[src/rtl/vga_column_plotter.sv]
// Column pixel engine: buffered column commands in, one frame-buffer write per clock out.
// Optional per-command wall darkening via VGA_COLUMN_PLOTTER_DEPTH_SHADE_EN.
module vga_column_plotter #(
  parameter int SCREEN_W    = 160,
  parameter int SCREEN_H    = 120,
  parameter int X_BITS      = 8,
  parameter int Y_BITS      = 7,
  parameter int COLOUR_BITS = 18,
  parameter int FIFO_DEPTH  = 4
) (
  input  logic                   clock,
  input  logic                   reset,
  input  logic                   req_valid,
  output logic                   req_ready,
  input  logic [X_BITS-1:0]      req_x,
  input  logic [Y_BITS-1:0]      req_top,
  input  logic [Y_BITS-1:0]      req_bottom,
  input  logic [COLOUR_BITS-1:0] req_colour,
`ifdef VGA_COLUMN_PLOTTER_DEPTH_SHADE_EN
  input  logic [1:0]             req_shade,
`endif
  input  logic [COLOUR_BITS-1:0] ceil_colour,
  input  logic [COLOUR_BITS-1:0] floor_colour,
  output logic [X_BITS-1:0]      vga_x,
  output logic [Y_BITS-1:0]      vga_y,
  output logic [COLOUR_BITS-1:0] vga_colour,
  output logic                   vga_write,
  output logic                   busy,
  output logic                   frame_done
);

  localparam int PTR_W = $clog2(FIFO_DEPTH);
  localparam int CH    = COLOUR_BITS / 3;
  localparam logic [PTR_W:0]    FULL_CNT = (PTR_W+1)'(FIFO_DEPTH);
  localparam logic [Y_BITS-1:0] LAST_Y   = Y_BITS'(SCREEN_H - 1);
  localparam logic [X_BITS-1:0] LAST_X   = X_BITS'(SCREEN_W - 1);

  typedef struct packed {
    logic [X_BITS-1:0]      x;
    logic [Y_BITS-1:0]      top;
    logic [Y_BITS-1:0]      bot;
    logic [COLOUR_BITS-1:0] wall;
`ifdef VGA_COLUMN_PLOTTER_DEPTH_SHADE_EN
    logic [1:0]             shade;
`endif
  } cmd_t;

  typedef struct packed {
    logic [X_BITS-1:0]      x;
    logic [Y_BITS-1:0]      top;
    logic [Y_BITS-1:0]      bot;
    logic [COLOUR_BITS-1:0] wall;
    logic [COLOUR_BITS-1:0] ceil;
    logic [COLOUR_BITS-1:0] flr;
  } col_t;

  typedef enum logic {IDLE, DRAW} state_t;

`ifdef VGA_COLUMN_PLOTTER_DEPTH_SHADE_EN
  function automatic logic [COLOUR_BITS-1:0] shade_wall(input logic [COLOUR_BITS-1:0] c,
                                                        input logic [1:0] s);
    logic [COLOUR_BITS-1:0] r;
    r = '0;
    for (int i = 0; i < 3; i++) r[i*CH +: CH] = c[i*CH +: CH] >> s;
    return r;
  endfunction
`endif

  // Rows above top are ceiling, top..bot wall, rest floor; top > bot yields no wall.
  function automatic logic [COLOUR_BITS-1:0] pick(input logic [Y_BITS-1:0] y, input col_t c);
    if (y < c.top)       return c.ceil;
    else if (y <= c.bot) return c.wall;
    else                 return c.flr;
  endfunction

  // ---------------- command FIFO ----------------
  cmd_t             mem [FIFO_DEPTH];
  cmd_t             cmd_in, head;
  logic [PTR_W-1:0] wr_ptr, rd_ptr;
  logic [PTR_W:0]   count, count_n;
  logic             push, pop, empty, in_range;

  assign req_ready = (count != FULL_CNT);
  assign empty     = (count == '0);
  assign in_range  = ({1'b0, req_x} < (X_BITS+1)'(SCREEN_W));
  assign push      = req_valid && req_ready && in_range;
  assign head      = mem[rd_ptr];

  always_comb begin
    cmd_in      = '0;
    cmd_in.x    = req_x;
    cmd_in.top  = req_top;
    cmd_in.bot  = req_bottom;
    cmd_in.wall = req_colour;
`ifdef VGA_COLUMN_PLOTTER_DEPTH_SHADE_EN
    cmd_in.shade = req_shade;
`endif
  end

  always_comb begin
    count_n = count;
    case ({push, pop})
      2'b10:   count_n = count + 1'b1;
      2'b01:   count_n = count - 1'b1;
      default: count_n = count;
    endcase
  end

  always_ff @(posedge clock) begin
    if (push) mem[wr_ptr] <= cmd_in;
  end

  always_ff @(posedge clock) begin
    if (reset) begin
      wr_ptr <= '0;
      rd_ptr <= '0;
      count  <= '0;
    end else begin
      if (push) wr_ptr <= wr_ptr + 1'b1;
      if (pop)  rd_ptr <= rd_ptr + 1'b1;
      count <= count_n;
    end
  end

  // ---------------- column FSM ----------------
  state_t           state, state_n;
  col_t             col, col_n, col_load;
  logic [Y_BITS-1:0] y_cnt, y_n;

  always_comb begin
    col_load      = '0;
    col_load.x    = head.x;
    col_load.top  = head.top;
    col_load.bot  = head.bot;
`ifdef VGA_COLUMN_PLOTTER_DEPTH_SHADE_EN
    col_load.wall = shade_wall(head.wall, head.shade);
`else
    col_load.wall = head.wall;
`endif
    col_load.ceil = ceil_colour;
    col_load.flr  = floor_colour;
  end

  always_comb begin
    state_n = state;
    col_n   = col;
    y_n     = y_cnt;
    pop     = 1'b0;
    case (state)
      IDLE: if (!empty) begin
        pop     = 1'b1;
        col_n   = col_load;
        y_n     = '0;
        state_n = DRAW;
      end
      DRAW: begin
        if (y_cnt == LAST_Y) begin
          if (!empty) begin
            pop   = 1'b1;
            col_n = col_load;
            y_n   = '0;
          end else begin
            state_n = IDLE;
          end
        end else begin
          y_n = y_cnt + 1'b1;
        end
      end
      default: state_n = IDLE;
    endcase
  end

  // Outputs are registered from next-state values so the pixel appears the cycle after the pop.
  always_ff @(posedge clock) begin
    if (reset) begin
      state      <= IDLE;
      col        <= '0;
      y_cnt      <= '0;
      vga_x      <= '0;
      vga_y      <= '0;
      vga_colour <= '0;
      vga_write  <= 1'b0;
      frame_done <= 1'b0;
      busy       <= 1'b0;
    end else begin
      state     <= state_n;
      col       <= col_n;
      y_cnt     <= y_n;
      vga_write <= (state_n == DRAW);
      if (state_n == DRAW) begin
        vga_x      <= col_n.x;
        vga_y      <= y_n;
        vga_colour <= pick(y_n, col_n);
      end
      frame_done <= (state == DRAW) && (y_cnt == LAST_Y) && (col.x == LAST_X);
      busy       <= (count_n != '0) || (state_n == DRAW);
    end
  end

endmodule
[config.mk]
export PLATFORM = sky130hd
export DESIGN_NAME = vga_column_plotter
export DESIGN_NICKNAME = d
export VERILOG_FILES = /design/src/rtl/vga_column_plotter.sv
export SDC_FILE = /design/constraint.sdc
export NUM_CORES = 1
export LEC_CHECK = 0
export CAP_MARGIN = 20
export CORE_ASPECT_RATIO = 1.1
export CORE_MARGIN = 3
export CORE_UTILIZATION = 30
export DETAILED_ROUTE_END_ITERATION = 10
export PLACE_DENSITY = 0.48
export SYNTH_ARGS = -nofsm -noshare
export SYNTH_HDL_FRONTEND = slang
export SYNTH_SLANG_ARGS = --single-unit
[constraint.sdc]
create_clock -name clock -period 4.4 [get_ports clock]
set_input_delay 1.32 -clock clock [delete_from_list [all_inputs] [get_ports clock]]
set_output_delay 1.32 -clock clock [all_outputs]
set_load 0.01 [all_outputs]
==> summary.txt <==
Logic synthesis
  – Post-synth top area share: 42.0%
  – Async SR Flop Fraction: 0%
  – Post-synth top cells: edfxtp_1 (160), dfxtp_1 (128), nand2_1 (103)
  – Top FF cell, synth: edfxtp_1
  – EDFF count, synth: 160
  – YS warnings: 0
  – Syn Nets: 940
  – Library cells used by synthesis: 48
  – Count leader, synth: edfxtp_1
  – Top cells by area, synth: edfxtp_1 (42%), dfxtp_1 (22%), mux4_2 (7.9%)
  – Synth Register Bits: 288
  – Sequential share of the synthesized area: 64.5%
  – Mapped cell area: 11400 µm²
  – Largest area contributor in the synthesized netlist: edfxtp_1
  – Syn Inst Count: 841
  – Avg Synthesized Cell Area: 13.6 µm²

Placement
  – Placer Congestion: 0.779
  – Detail Placement HPWL: 17700 µm
  – Dpl cells: 1417
  – Port bufs: 115

Critical path
  – Crit Path Max Fanout: 36
  – Crit Path Category: reg -> reg
  – Worst reg2reg path depth: 15
  – CP max-delay cell: dfxtp_1
  – Critical path launch point: y_cnt[0]$_SDFF_PP0_
  – Worst r2r src: y_cnt[0]$_SDFF_PP0_
  – Startpoint Class: register
  – WP data required: 4.84 ns
  – Worst-path cell chain: ha_1 > nand4_1 > o21ai_2 > nand2b_2 > clkinv_2 > buf_4 > mux2i_1 > ha_1 > o21a_1 > a21oi_1 > a21o_1 > buf_12 > mux2i_1 > a22o_1 > o21ai_1
  – Critical path endpoint category: register
  – Crit-path max cell delay: 0.40 ns
  – Data arrival, critical path: 4.31 ns

STA
  – Max Slew Vio Count: 0
  – Setup TNS: 0 ns
  – Actual slew at the worst max-slew pin: 0.773 ns
  – Final Critical Period: 3.88 ns
  – Final Hold Fails: 0
  – Final setup vio count: 0
  – Fin crit share: 88.1%
  – RSZ-0062 raised after global routing: false
  – Clock Skew: 0.0162 ns
  – Fmax: 258 MHz
  – Slew headroom: 48.5%

Clocking
  – Post-CTS sizing: 0
  – Clk buf depth: 3
  – Cts bufs inserted: 31
  – Clock Latency Late Sink: 0.56 ns
  – CTS tree: yes
  – Htree depth: 1
  – Worst-path clk slew: 0.06 ns
  – Root buffer cell: clkbuf_16
  – Clock sinks: 288
  – Post-CTS setup buffer count: 0
  – # hold bufs at CTS: 0

Routing
  – WL final: 27400 µm
  – Routed Antenna Nets: 0
  – Post-route DRC: 0
  – Total number of vias: 6891
  – Detailed-router iteration count before antenna repair: 4
  – DR vias/cell: 4.67
  – Initial drt markers: 406
  – Routed WL per cell: 18.6 µm

Floorplan
  – FP Rows: 74
  – Die area: 40500 µm²
  – CORE AREA: 37400 µm²
  – Die H: 211 µm
  – I/O pin cnt: 116
  – Chip width: 192 µm
  – Initial Util: 30.5%

Global route
  – Vias in the first global route: 6921
  – Initial antenna violation count: 4
  – Largest net degree at the start of global routing: 76
  – Global route overflow: 0
  – Gr usage total: 13.5%
  – First-pass GRT wire length: 41900 µm

Power
  – Cell area power density: 651 nW/µm²
  – VDD IR max: 0.587 mV
  – Total power: 9230 µW
  – P_leak: 0.00499 µW

Hold path
  – Hold Path Origin: col[16]$_SDFF_PP0_
  – Hold Crit Class: reg -> reg
  – Hold Crit Depth: 2

Cells and area
  – Final net count: 1056
  – Final core utilization: 37.9%
  – Share of cells above drive strength 1: 13.4%
  – P&R area growth vs syn: 24.1%
  – Post-Layout Cell Count: 1475
  – Fill count: 3641

Run status
  – Status: complete, no violations

Run
  – Max Cap Viol: 0
through the flow:
stage / setup slack (ns) / hold slack, ns / area (µm²)
2_1_floorplan: 0.855 / 0.395 / 11400
3_3_place_gp: 0.615 / 0.442 / 13200
3_5_place_dp: 0.535 / 0.447 / 13200
4_1_cts: 0.495 / 0.455 / 14200
5_1_grt: 0.192 / 0.473 / 14200
6_report: 0.523 / 0.453 / 14200
per-layer routing:
layer	vias to the layer above	track usage, %	share of wire (%)
met1	3356	19.1	47
met4	6	3.59	1.9
met2	144	21.0	45
met3	39	2.90	6.0
li1	3346	-	-
met5	-	0	0.12
cell usage in the layout, fill, tap and decap left out, drive strengths merged, types with 3 or more instances in the layout:
cell type	count
clkbuf	40
a21oi	69
a22o	19
bufinv	4
dfxtp	128
o21ai	23
ha	19
a211oi	11
buf	20
xor2	4
and2	5
nand3	3
nor2b	24
mux2i	40
clkinv	9
a22oi	20
nand4	6
inv	11
clkdlybuf4s50	114
nor2	58
mux2	18
nand2	103
mux4	40
o21a	3
and3	4
a21o	4
edfxtp	160
critical path, delay by kind of cell, from the launching register on:
family	cells	cell delay [ns]
AND/OR/NAND/NOR	2	0.37
multiplexers	2	0.51
adder cells (fa/ha/maj)	2	0.55
buffers and inverters	3	0.78
flip-flops	1	0.40
AO/OA/AOI/OAI	6	1.11
registers in the layout (all words and copies together) (netlist names), 2 cells and up, named ones only:
register    flops
vga_colour     18
wr_ptr          2
mem           160
vga_y           7
col            76
count           3
vga_x           8
y_cnt           7
rd_ptr          2
path summary, 6_finish.rpt:
kind | slack [ns] | to
worst min-delay path | 0.45 | col[16]$_SDFF_PP0_
worst min register to register | 0.45 | col[16]$_SDFF_PP0_
worst max register to register | 0.52 | vga_colour[8]$_SDFFE_PP0P_
worst max-delay path | 0.52 | vga_colour[8]$_SDFFE_PP0P_
power breakdown:
part	internal, µW	total (µW)	switching, µW
combinational	1340	3080	1740
sequential	3320	3540	225
clock	1550	2610	1060
total	6200	9230	3020
area by class of cell:
cell class	count	area, µm²	area share, %
Multi-Input combinational cell	492	3780	26.7
Inverter	10	38.8	0.273
Sequential cell	288	7370	52.0
Timing Repair Buffer	134	1360	9.60
Antenna cell	1	2.50	0.0176
Clock inverter	16	194	1.37
Clock buffer	40	820	5.78
Tap cell	494	618	4.36
cells by family (layout without fill, tap and decap cells):
logic type      Yosys count  count (layout)  share of synthesized area (%)
flops                   288             288                           64.5
other cells               0               1                              0
simple gates            214             214                           8.29
fa+ha+maj                20              20                           2.26
compound gates          154             154                           8.83
xor+xnor                  6               6                          0.460
mux                      98              98                           13.2
buf+inv                  61             200                           2.53
Note: power is estimated with default switching activity, not from simulation.
